`config.mk`:
```
export PLATFORM = sky130hd
export DESIGN_NAME = keypad_mode_scan_flat
export DESIGN_NICKNAME = d
export VERILOG_FILES = /design/src/rtl/keypad_pkg.sv /design/src/rtl/keypad_mode_scan_if.sv /design/src/rtl/sync2.sv /design/src/rtl/keypad_mode_scan.sv /design/src/flat_wrapper.sv
export SDC_FILE = /design/constraint.sdc
export NUM_CORES = 1
export LEC_CHECK = 0
export CORE_MARGIN = 4
export CORE_UTILIZATION = 45
export CTS_BUF_LIST = sky130_fd_sc_hd__clkbuf_8
export DETAILED_ROUTE_END_ITERATION = 8
export PLACE_DENSITY = 0.63
export SYNTH_ARGS = -nofsm -noshare
export SYNTH_HDL_FRONTEND = slang
export SYNTH_SLANG_ARGS = --single-unit
export TNS_END_PERCENT = 20
```
`constraint.sdc`:
```
create_clock -name clk -period 2.3 [get_ports clk]
set_input_delay 0.46 -clock clk [delete_from_list [all_inputs] [get_ports clk]]
set_output_delay 0.46 -clock clk [all_outputs]
set_load 0.02 [all_outputs]
```
`src/rtl/keypad_pkg.sv`:
```
`default_nettype none
// +------------------------------------------------------------------+
// | Module      : keypad_pkg                                         |
// | Description : Shared types, constants and helper functions for   |
// |               the 4x4 matrix keypad scanner / mode decoder.      |
// | Revision    : 1.0 - initial release                              |
// +------------------------------------------------------------------+
package keypad_pkg;

  // Scanner FSM: scanning columns, debouncing a candidate, waiting for release
  typedef enum logic [1:0] {
    SCAN = 2'd0,
    DEB  = 2'd1,
    HOLD = 2'd2
  } state_t;

  // Mode code selecting unfiltered pass-through
  localparam logic [4:0] C_BYPASS    = 5'h10;
  // Column drive after reset: column 0 pulled low
  localparam logic [3:0] C_COL_RESET = 4'b1110;
  // Code emitted for the '*' key
  localparam logic [3:0] C_KEY_STAR  = 4'hE;
  // Rows released / nothing pressed
  localparam logic [3:0] C_ROWS_IDLE = 4'hF;

  // Key code lookup indexed by {row[1:0], col[1:0]}
  localparam logic [3:0] C_KEY_MAP [16] = '{
    4'h1, 4'h2, 4'h3, 4'hA,   // row 0: 1 2 3 A
    4'h4, 4'h5, 4'h6, 4'hB,   // row 1: 4 5 6 B
    4'h7, 4'h8, 4'h9, 4'hC,   // row 2: 7 8 9 C
    4'hE, 4'h0, 4'hF, 4'hD    // row 3: * 0 # D
  };

  // Index of the lowest-numbered low bit; lower rows win on multi-press
  function automatic logic [1:0] first_low(input logic [3:0] v_n);
    logic [1:0] idx;
    casez (v_n)
      4'b???0: idx = 2'd0;
      4'b??01: idx = 2'd1;
      4'b?011: idx = 2'd2;
      default: idx = 2'd3;
    endcase
    return idx;
  endfunction

  // Advance the one-cold column drive: 1110 -> 1101 -> 1011 -> 0111 -> 1110
  function automatic logic [3:0] rotate_col(input logic [3:0] col_n);
    return {col_n[2:0], col_n[3]};
  endfunction

  // Mode code after accepting a key: digits select a filter, '*' bypasses,
  // letters and '#' keep the current mode
  function automatic logic [4:0] next_bcd(input logic [3:0] code,
                                          input logic [4:0] cur);
    logic [4:0] res;
    if (code <= 4'd9) begin
      res = {1'b0, code};
    end else if (code == C_KEY_STAR) begin
      res = C_BYPASS;
    end else begin
      res = cur;
    end
    return res;
  endfunction

endpackage
`default_nettype wire

```
`src/rtl/keypad_mode_scan_if.sv`:
```
`default_nettype none
// +------------------------------------------------------------------+
// | Module      : keypad_mode_scan_if                                |
// | Description : Keypad pins plus decoded mode outputs. The master  |
// |               side is the scanner, the slave side is the board   |
// |               keypad together with the filter selection logic.  |
// | Revision    : 1.0 - initial release                              |
// +------------------------------------------------------------------+
interface keypad_mode_scan_if;

  logic [3:0] row_n;      // keypad rows, active-low, pulled up
  logic [3:0] col_n;      // column drive, one-cold
  logic [4:0] bcd_data;   // latched filter-mode code
  logic       key_valid;  // one-cycle strobe per accepted key
  logic [3:0] key_code;   // raw code of the last accepted key

  modport master (
    input  row_n,
    output col_n,
    output bcd_data,
    output key_valid,
    output key_code
  );

  modport slave (
    output row_n,
    input  col_n,
    input  bcd_data,
    input  key_valid,
    input  key_code
  );

endinterface
`default_nettype wire

```
`src/rtl/sync2.sv`:
```
`default_nettype none
// +------------------------------------------------------------------+
// | Module      : sync2                                              |
// | Description : Parameterised-width two-flop synchroniser. Resets  |
// |               to all-ones so idle pulled-up lines read released. |
// | Revision    : 1.0 - initial release                              |
// +------------------------------------------------------------------+
module sync2 #(
  parameter int WIDTH = 4
) (
  input  logic             clk,
  input  logic             rst_n,
  input  logic [WIDTH-1:0] d_i,
  output logic [WIDTH-1:0] q_o
);

  logic [WIDTH-1:0] meta_q;
  logic [WIDTH-1:0] sync_q;

  // Two back-to-back flops resolve metastability on the asynchronous input
  always_ff @(posedge clk or negedge rst_n) begin
    if (!rst_n) begin
      meta_q <= '1;
      sync_q <= '1;
    end else begin
      meta_q <= d_i;
      sync_q <= meta_q;
    end
  end

  assign q_o = sync_q;

endmodule
`default_nettype wire

```
`src/rtl/keypad_mode_scan.sv`:
```
`default_nettype none
// +------------------------------------------------------------------+
// | Module      : keypad_mode_scan                                   |
// | Description : Scans a 4x4 active-low keypad, debounces the row   |
// |               pattern of the driven column and decodes each      |
// |               accepted press into a key code and filter mode.    |
// | Revision    : 1.0 - initial release                              |
// +------------------------------------------------------------------+
module keypad_mode_scan
  import keypad_pkg::*;
#(
  parameter int SCAN_DIV     = 25000,
  parameter int DEBOUNCE_CYC = 250000
) (
  input  logic               clk,
  input  logic               rst_n,
  keypad_mode_scan_if.master kp_io
);

  // One shared counter sized for the longer of the two intervals
  localparam int CNT_MAX = (SCAN_DIV > DEBOUNCE_CYC) ? SCAN_DIV : DEBOUNCE_CYC;
  localparam int CNT_W   = $clog2(CNT_MAX);

  localparam logic [CNT_W-1:0] C_SCAN_LAST = CNT_W'(SCAN_DIV - 1);
  localparam logic [CNT_W-1:0] C_DEB_LAST  = CNT_W'(DEBOUNCE_CYC - 1);
  localparam logic [CNT_W-1:0] C_CNT_ONE   = CNT_W'(1);

  // Reject parameter values the counter/sync timing cannot support
  if (SCAN_DIV < 4) begin : g_bad_scan_div
    $error("keypad_mode_scan: SCAN_DIV must be >= 4");
  end
  if (DEBOUNCE_CYC < 2) begin : g_bad_debounce
    $error("keypad_mode_scan: DEBOUNCE_CYC must be >= 2");
  end

  state_t           state_q, state_d;
  logic [CNT_W-1:0] cnt_q,   cnt_d;
  logic [3:0]       col_q,   col_d;
  logic [3:0]       pat_q,   pat_d;
  logic [4:0]       bcd_q,   bcd_d;
  logic             valid_q, valid_d;
  logic [3:0]       code_q,  code_d;

  logic [3:0]       rows_s;
  logic [3:0]       w_key_sel;
  logic             w_scan_end;
  logic             w_deb_end;
  logic             w_rows_idle;

  // Rows arrive from the board asynchronously; all decisions use rows_s
  sync2 #(
    .WIDTH (4)
  ) u_row_sync (
    .clk   (clk),
    .rst_n (rst_n),
    .d_i   (kp_io.row_n),
    .q_o   (rows_s)
  );

  assign w_scan_end  = (cnt_q == C_SCAN_LAST);
  assign w_deb_end   = (cnt_q == C_DEB_LAST);
  assign w_rows_idle = (rows_s == C_ROWS_IDLE);

  // Key under the held column; the lowest low row wins on multi-press
  assign w_key_sel = C_KEY_MAP[{first_low(pat_q), first_low(col_q)}];

  // State register and all datapath registers
  always_ff @(posedge clk or negedge rst_n) begin
    if (!rst_n) begin
      state_q <= SCAN;
      cnt_q   <= '0;
      col_q   <= C_COL_RESET;
      pat_q   <= C_ROWS_IDLE;
      bcd_q   <= C_BYPASS;
      valid_q <= 1'b0;
      code_q  <= 4'h0;
    end else begin
      state_q <= state_d;
      cnt_q   <= cnt_d;
      col_q   <= col_d;
      pat_q   <= pat_d;
      bcd_q   <= bcd_d;
      valid_q <= valid_d;
      code_q  <= code_d;
    end
  end

  // Next-state decision
  always_comb begin
    state_d = state_q;
    case (state_q)
      SCAN: begin
        if (w_scan_end && !w_rows_idle) begin
          state_d = DEB;
        end
      end
      DEB: begin
        if (rows_s != pat_q) begin
          state_d = SCAN;
        end else if (w_deb_end) begin
          state_d = HOLD;
        end
      end
      HOLD: begin
        if (w_rows_idle && w_deb_end) begin
          state_d = SCAN;
        end
      end
      default: state_d = SCAN;
    endcase
  end

  // Counter, column drive and decoded outputs for the next cycle;
  // the counter is cleared on every state change and column advance
  always_comb begin
    cnt_d   = cnt_q + C_CNT_ONE;
    col_d   = col_q;
    pat_d   = pat_q;
    valid_d = 1'b0;
    code_d  = code_q;
    bcd_d   = bcd_q;
    case (state_q)
      SCAN: begin
        if (w_scan_end) begin
          cnt_d = '0;
          if (w_rows_idle) begin
            col_d = rotate_col(col_q);
          end else begin
            pat_d = rows_s;
          end
        end
      end
      DEB: begin
        if (rows_s != pat_q) begin
          // Bounce or glitch: abandon this column and move on
          cnt_d = '0;
          col_d = rotate_col(col_q);
        end else if (w_deb_end) begin
          cnt_d   = '0;
          valid_d = 1'b1;
          code_d  = w_key_sel;
          bcd_d   = next_bcd(w_key_sel, bcd_q);
        end
      end
      HOLD: begin
        if (!w_rows_idle) begin
          // Any activity restarts the release timer, so a short
          // release-then-press is treated as still held
          cnt_d = '0;
        end else if (w_deb_end) begin
          cnt_d = '0;
          col_d = rotate_col(col_q);
        end
      end
      default: begin
        cnt_d = '0;
      end
    endcase
  end

  assign kp_io.col_n     = col_q;
  assign kp_io.bcd_data  = bcd_q;
  assign kp_io.key_valid = valid_q;
  assign kp_io.key_code  = code_q;

endmodule
`default_nettype wire

```
`src/flat_wrapper.sv`:
```
// flat-port wrapper written by rule: the top's interface ports become plain ports
module keypad_mode_scan_flat import keypad_pkg::*;
#(
  parameter int SCAN_DIV     = 25000,
  parameter int DEBOUNCE_CYC = 250000
)
  (clk, rst_n, kp_io_row_n, kp_io_col_n, kp_io_bcd_data, kp_io_key_valid, kp_io_key_code);
  keypad_mode_scan_if kp_io_i ();
  input  logic clk;
  input  logic rst_n;
  input wire logic [$bits(kp_io_i.row_n)-1:0] kp_io_row_n;
  output wire logic [$bits(kp_io_i.col_n)-1:0] kp_io_col_n;
  output wire logic [$bits(kp_io_i.bcd_data)-1:0] kp_io_bcd_data;
  output wire logic [$bits(kp_io_i.key_valid)-1:0] kp_io_key_valid;
  output wire logic [$bits(kp_io_i.key_code)-1:0] kp_io_key_code;
  assign kp_io_i.row_n = kp_io_row_n;
  assign kp_io_col_n = kp_io_i.col_n;
  assign kp_io_bcd_data = kp_io_i.bcd_data;
  assign kp_io_key_valid = kp_io_i.key_valid;
  assign kp_io_key_code = kp_io_i.key_code;
  keypad_mode_scan #(.SCAN_DIV(SCAN_DIV), .DEBOUNCE_CYC(DEBOUNCE_CYC)) u_core (.clk(clk), .rst_n(rst_n), .kp_io(kp_io_i));
endmodule
```
==> impl_results.md <==
- Area Overhead vs Synth: 20.8%
- Clock skew: about 0.004 ns
- Complex-gate fraction of the synthesized area: about a tenth
- Mapped Cells: approximately 210
- Final HPWL DP: roughly 3 mm
- Synth Area in Simple Gates: between 20% and 30%
- Peak VDD IR: approximately 0.00039 V
- Drt total wl: around 4.2 mm
- Sink Count: 46
- GR Layer Usage met2: around 23%
- First-pass GRT wire length: between 7 and 8 mm
- Min Hold Slack: ~0.26 ns
- Final Hold Viols: 0
- Fin Setup TNS: 0 ns
- Mapped Area: around 2300 µm²
- Die width: 80.0 µm
- Pwr Total: roughly 1600 µW
- GPL Wtd Cong: a little over 0.8
- DRC Markers: 0
- Met1 Use GR: ~20%
- Synth unique cells: between 50 and 60
- Fmax: roughly 470 MHz
- Register area share after synthesis: about half
- Post-synth EDFFs: 0
- RSZ-0062 raised after global routing: false
- Vias in the first global route: 1587
- Global route hottest layer: met2
- Port buffer count: 19
- Status: complete, no violations
- Initial core utilization: a little under half
- Setup WS post-layout: roughly 0.17 ns
- Max FO, Critical Path: 7
- Die height: between 70 and 80 µm
- Row cnt: 25
- Post-synth top area share: between 30 and 40%
- Grt total ovfl: 0
- Worst Setup End Kind: register
- CTS H-tree lvls: 2
- Pwr Density: approximately 560 nW/µm²
- P_leak: around 0.0012 µW
- Largest net degree at the start of global routing: 39
- Met3 Use GR: under 10%
- Startpoint types: register
- Max-cap viol count: 0
- Avg WL per Cell: 13.5 µm
- Asr flop ratio synth: between 90% and 100%
- Core ar.: between 4000 and 5000 µm²
- Synthesized flop and latch total: between 40 and 50
- DR iter-0 viols: 83
- Mux contribution to synthesized area: 5.69%
- Yosys synthesis warning count: 0
- Largest family of logic cells by synthesized area: simple AND/OR/NAND/NOR gates
- Later-pin clock latency in the skew report: ~0.29 ns
- Antenna violations before repair: 0
- Post-CTS Setup Bufs: 0
- Total CTS buffers: 5
- Tcrit/Tclk final: between 90% and 100%
- Post-synthesis adder-cell area fraction: under 10%
- CTS max path bufs: 2
- Worst path required time: 2.52 ns
- Via density: 5.22
- N_diodes: 0
- Reg area: roughly 1200 µm²
- Ys flop type: dfrtp_1
- Clock Root Buffer: clkbuf_8
- Worst setup path class: reg2reg
- Worst hold path type: in2async
- Syn Area/Cell: roughly 11 µm²
- Final Max Slew Viols: 0
- CTS tree: yes
- Cell accounting for the most synthesized area: dfrtp_1
- Routed Antenna Nets: 0
- Top post-synthesis cells by area: dfrtp_1 32%, dfstp_2 18%, mux2_2 4.8%, nor2_1 3.9%, xnor2_1 3.8%
- Worst-Margin Slew: 0.838 ns
- Data arrival, critical path: approximately 2.4 ns
- Relative slew margins: between 40 and 50%
- Final setup fails: 0
- Synth Area in XOR/XNOR: under 10%
- Share of cells above drive strength 1: 24.1%
- # IOs: 20
- Clock transition at path regs: 0.08 ns
- Syn Nets: roughly 220
- Filler Cells Inserted: 426
- Fin nets: 253
- Via count: 1630
- Multi-input logic area: roughly 1100 µm²
- Total track usage: between 10% and 20%
- Pre-CTS setup slack: approximately 0.13 ns
- Die area: ~6400 µm²
- Drt first pass iters: 4
- Tmin final: 2.13 ns
critical path, cell delays in order, from the launching register on:
cell and delay [ns]:
dfstp_2 0.59, nand2b_4 0.15, nand2_2 0.06, inv_1 0.07, ha_1 0.22, nor2b_1 0.16
o311ai_4 0.35, nand3_1 0.11, a21boi_1 0.19, a2bb2oi_1 0.16
timing repair:
item,in CTS,in global routing
gates resized for setup,0,1
hold buffers,0,0
endpoints found under the setup margin,0,4
placed cells by master, fill, tap and decap left out, types with 7 or more instances in the layout:
cell              n
dfrtp_1          30
nor2_1           24
clkdlybuf4s50_1  18
dfstp_2          16
nand3_1          12
buf_4            12
nand2_1          11
xnor2_1          10
xor2_1           10
mux2_2           10
nor2b_1           7
nand4_1           7
per-stage QoR:
stage | cells | area (µm²) | utilization, %
5_1_grt | 312 | 2810 | 57.7
3_5_place_dp | 304 | 2660 | 54.5
2_1_floorplan | 213 | 2350 | -
4_1_cts | 312 | 2800 | 57.5
6_report | 312 | 2810 | 57.7
3_3_place_gp | 304 | 2660 | 54.5
routing by layer:
metal  vias to the layer above  part of all wire, %
li1                        817                    -
met1                       783                   51
met2                        23                   45
met3                         7                  3.3
met4                         0                  1.4
met5                         -                    0
sequential cells by signal (all words and copies together) (netlist names):
name	flops
u_core.pat_q	4
u_core.kp_io.key_valid	1
u_core.state_q	2
u_core.u_row_sync.q_o	4
u_core.u_row_sync.meta_q	4
u_core.kp_io.bcd_data	5
u_core.cnt_q	18
u_core.kp_io.col_n	4
u_core.kp_io.key_code	4
path summary, 6_finish.rpt:
kind,start,to,slack [ns],cells past startpoint
worst max-delay path,u_core.kp_io.col_n[2],u_core.kp_io.bcd_data[0],0.17,9
worst min-delay path,rst_n,u_core.kp_io.col_n[0],0.26,1
worst max register to register,u_core.kp_io.col_n[2],u_core.kp_io.bcd_data[0],0.17,9
worst min register to register,u_core.u_row_sync.meta_q[2],u_core.u_row_sync.q_o[2],0.36,0
max in group asynchronous,rst_n,u_core.cnt_q[10],1.42,2
min in group clk,u_core.u_row_sync.meta_q[2],u_core.u_row_sync.q_o[2],0.36,0
synthesized netlist by cell type (all sizes together) (4+ instances only):
master,instances
o21ai,5
xnor2,10
dfrtp,30
inv,6
nand4,7
nor2b,7
dfstp,16
nand3,12
clkbuf,5
and3,4
nand2b,5
nor2,24
mux2,10
xor2,10
a21boi,4
nand2,12
area by class of cell:
class                           count  share of cell area [%]
Sequential cell                    46                    41.6
Multi-Input combinational cell    154                    39.8
Timing Repair Buffer               31                    9.78
Tap cell                           67                    2.98
Clock buffer                        6                    2.93
Clock inverter                      2                    2.13
Inverter                            6                   0.800
kinds of logic (layout without fill, tap and decap cells):
| family | count (synthesis) | after routing |
|---|---|---|
| simple gates | 90 | 90 |
| fa+ha+maj | 3 | 3 |
| buf+inv | 13 | 45 |
| flops | 46 | 46 |
| compound gates | 29 | 29 |
| xor+xnor | 20 | 20 |
| mux | 12 | 12 |
where the power goes:
part	leakage [µW]	internal (µW)	switching, µW
clock	0.0000714	463	264
combinational	0.000514	12.1	18.6
sequential	0.000571	822	5.07
No activity file was read; power rests on OpenSTA's default activity.
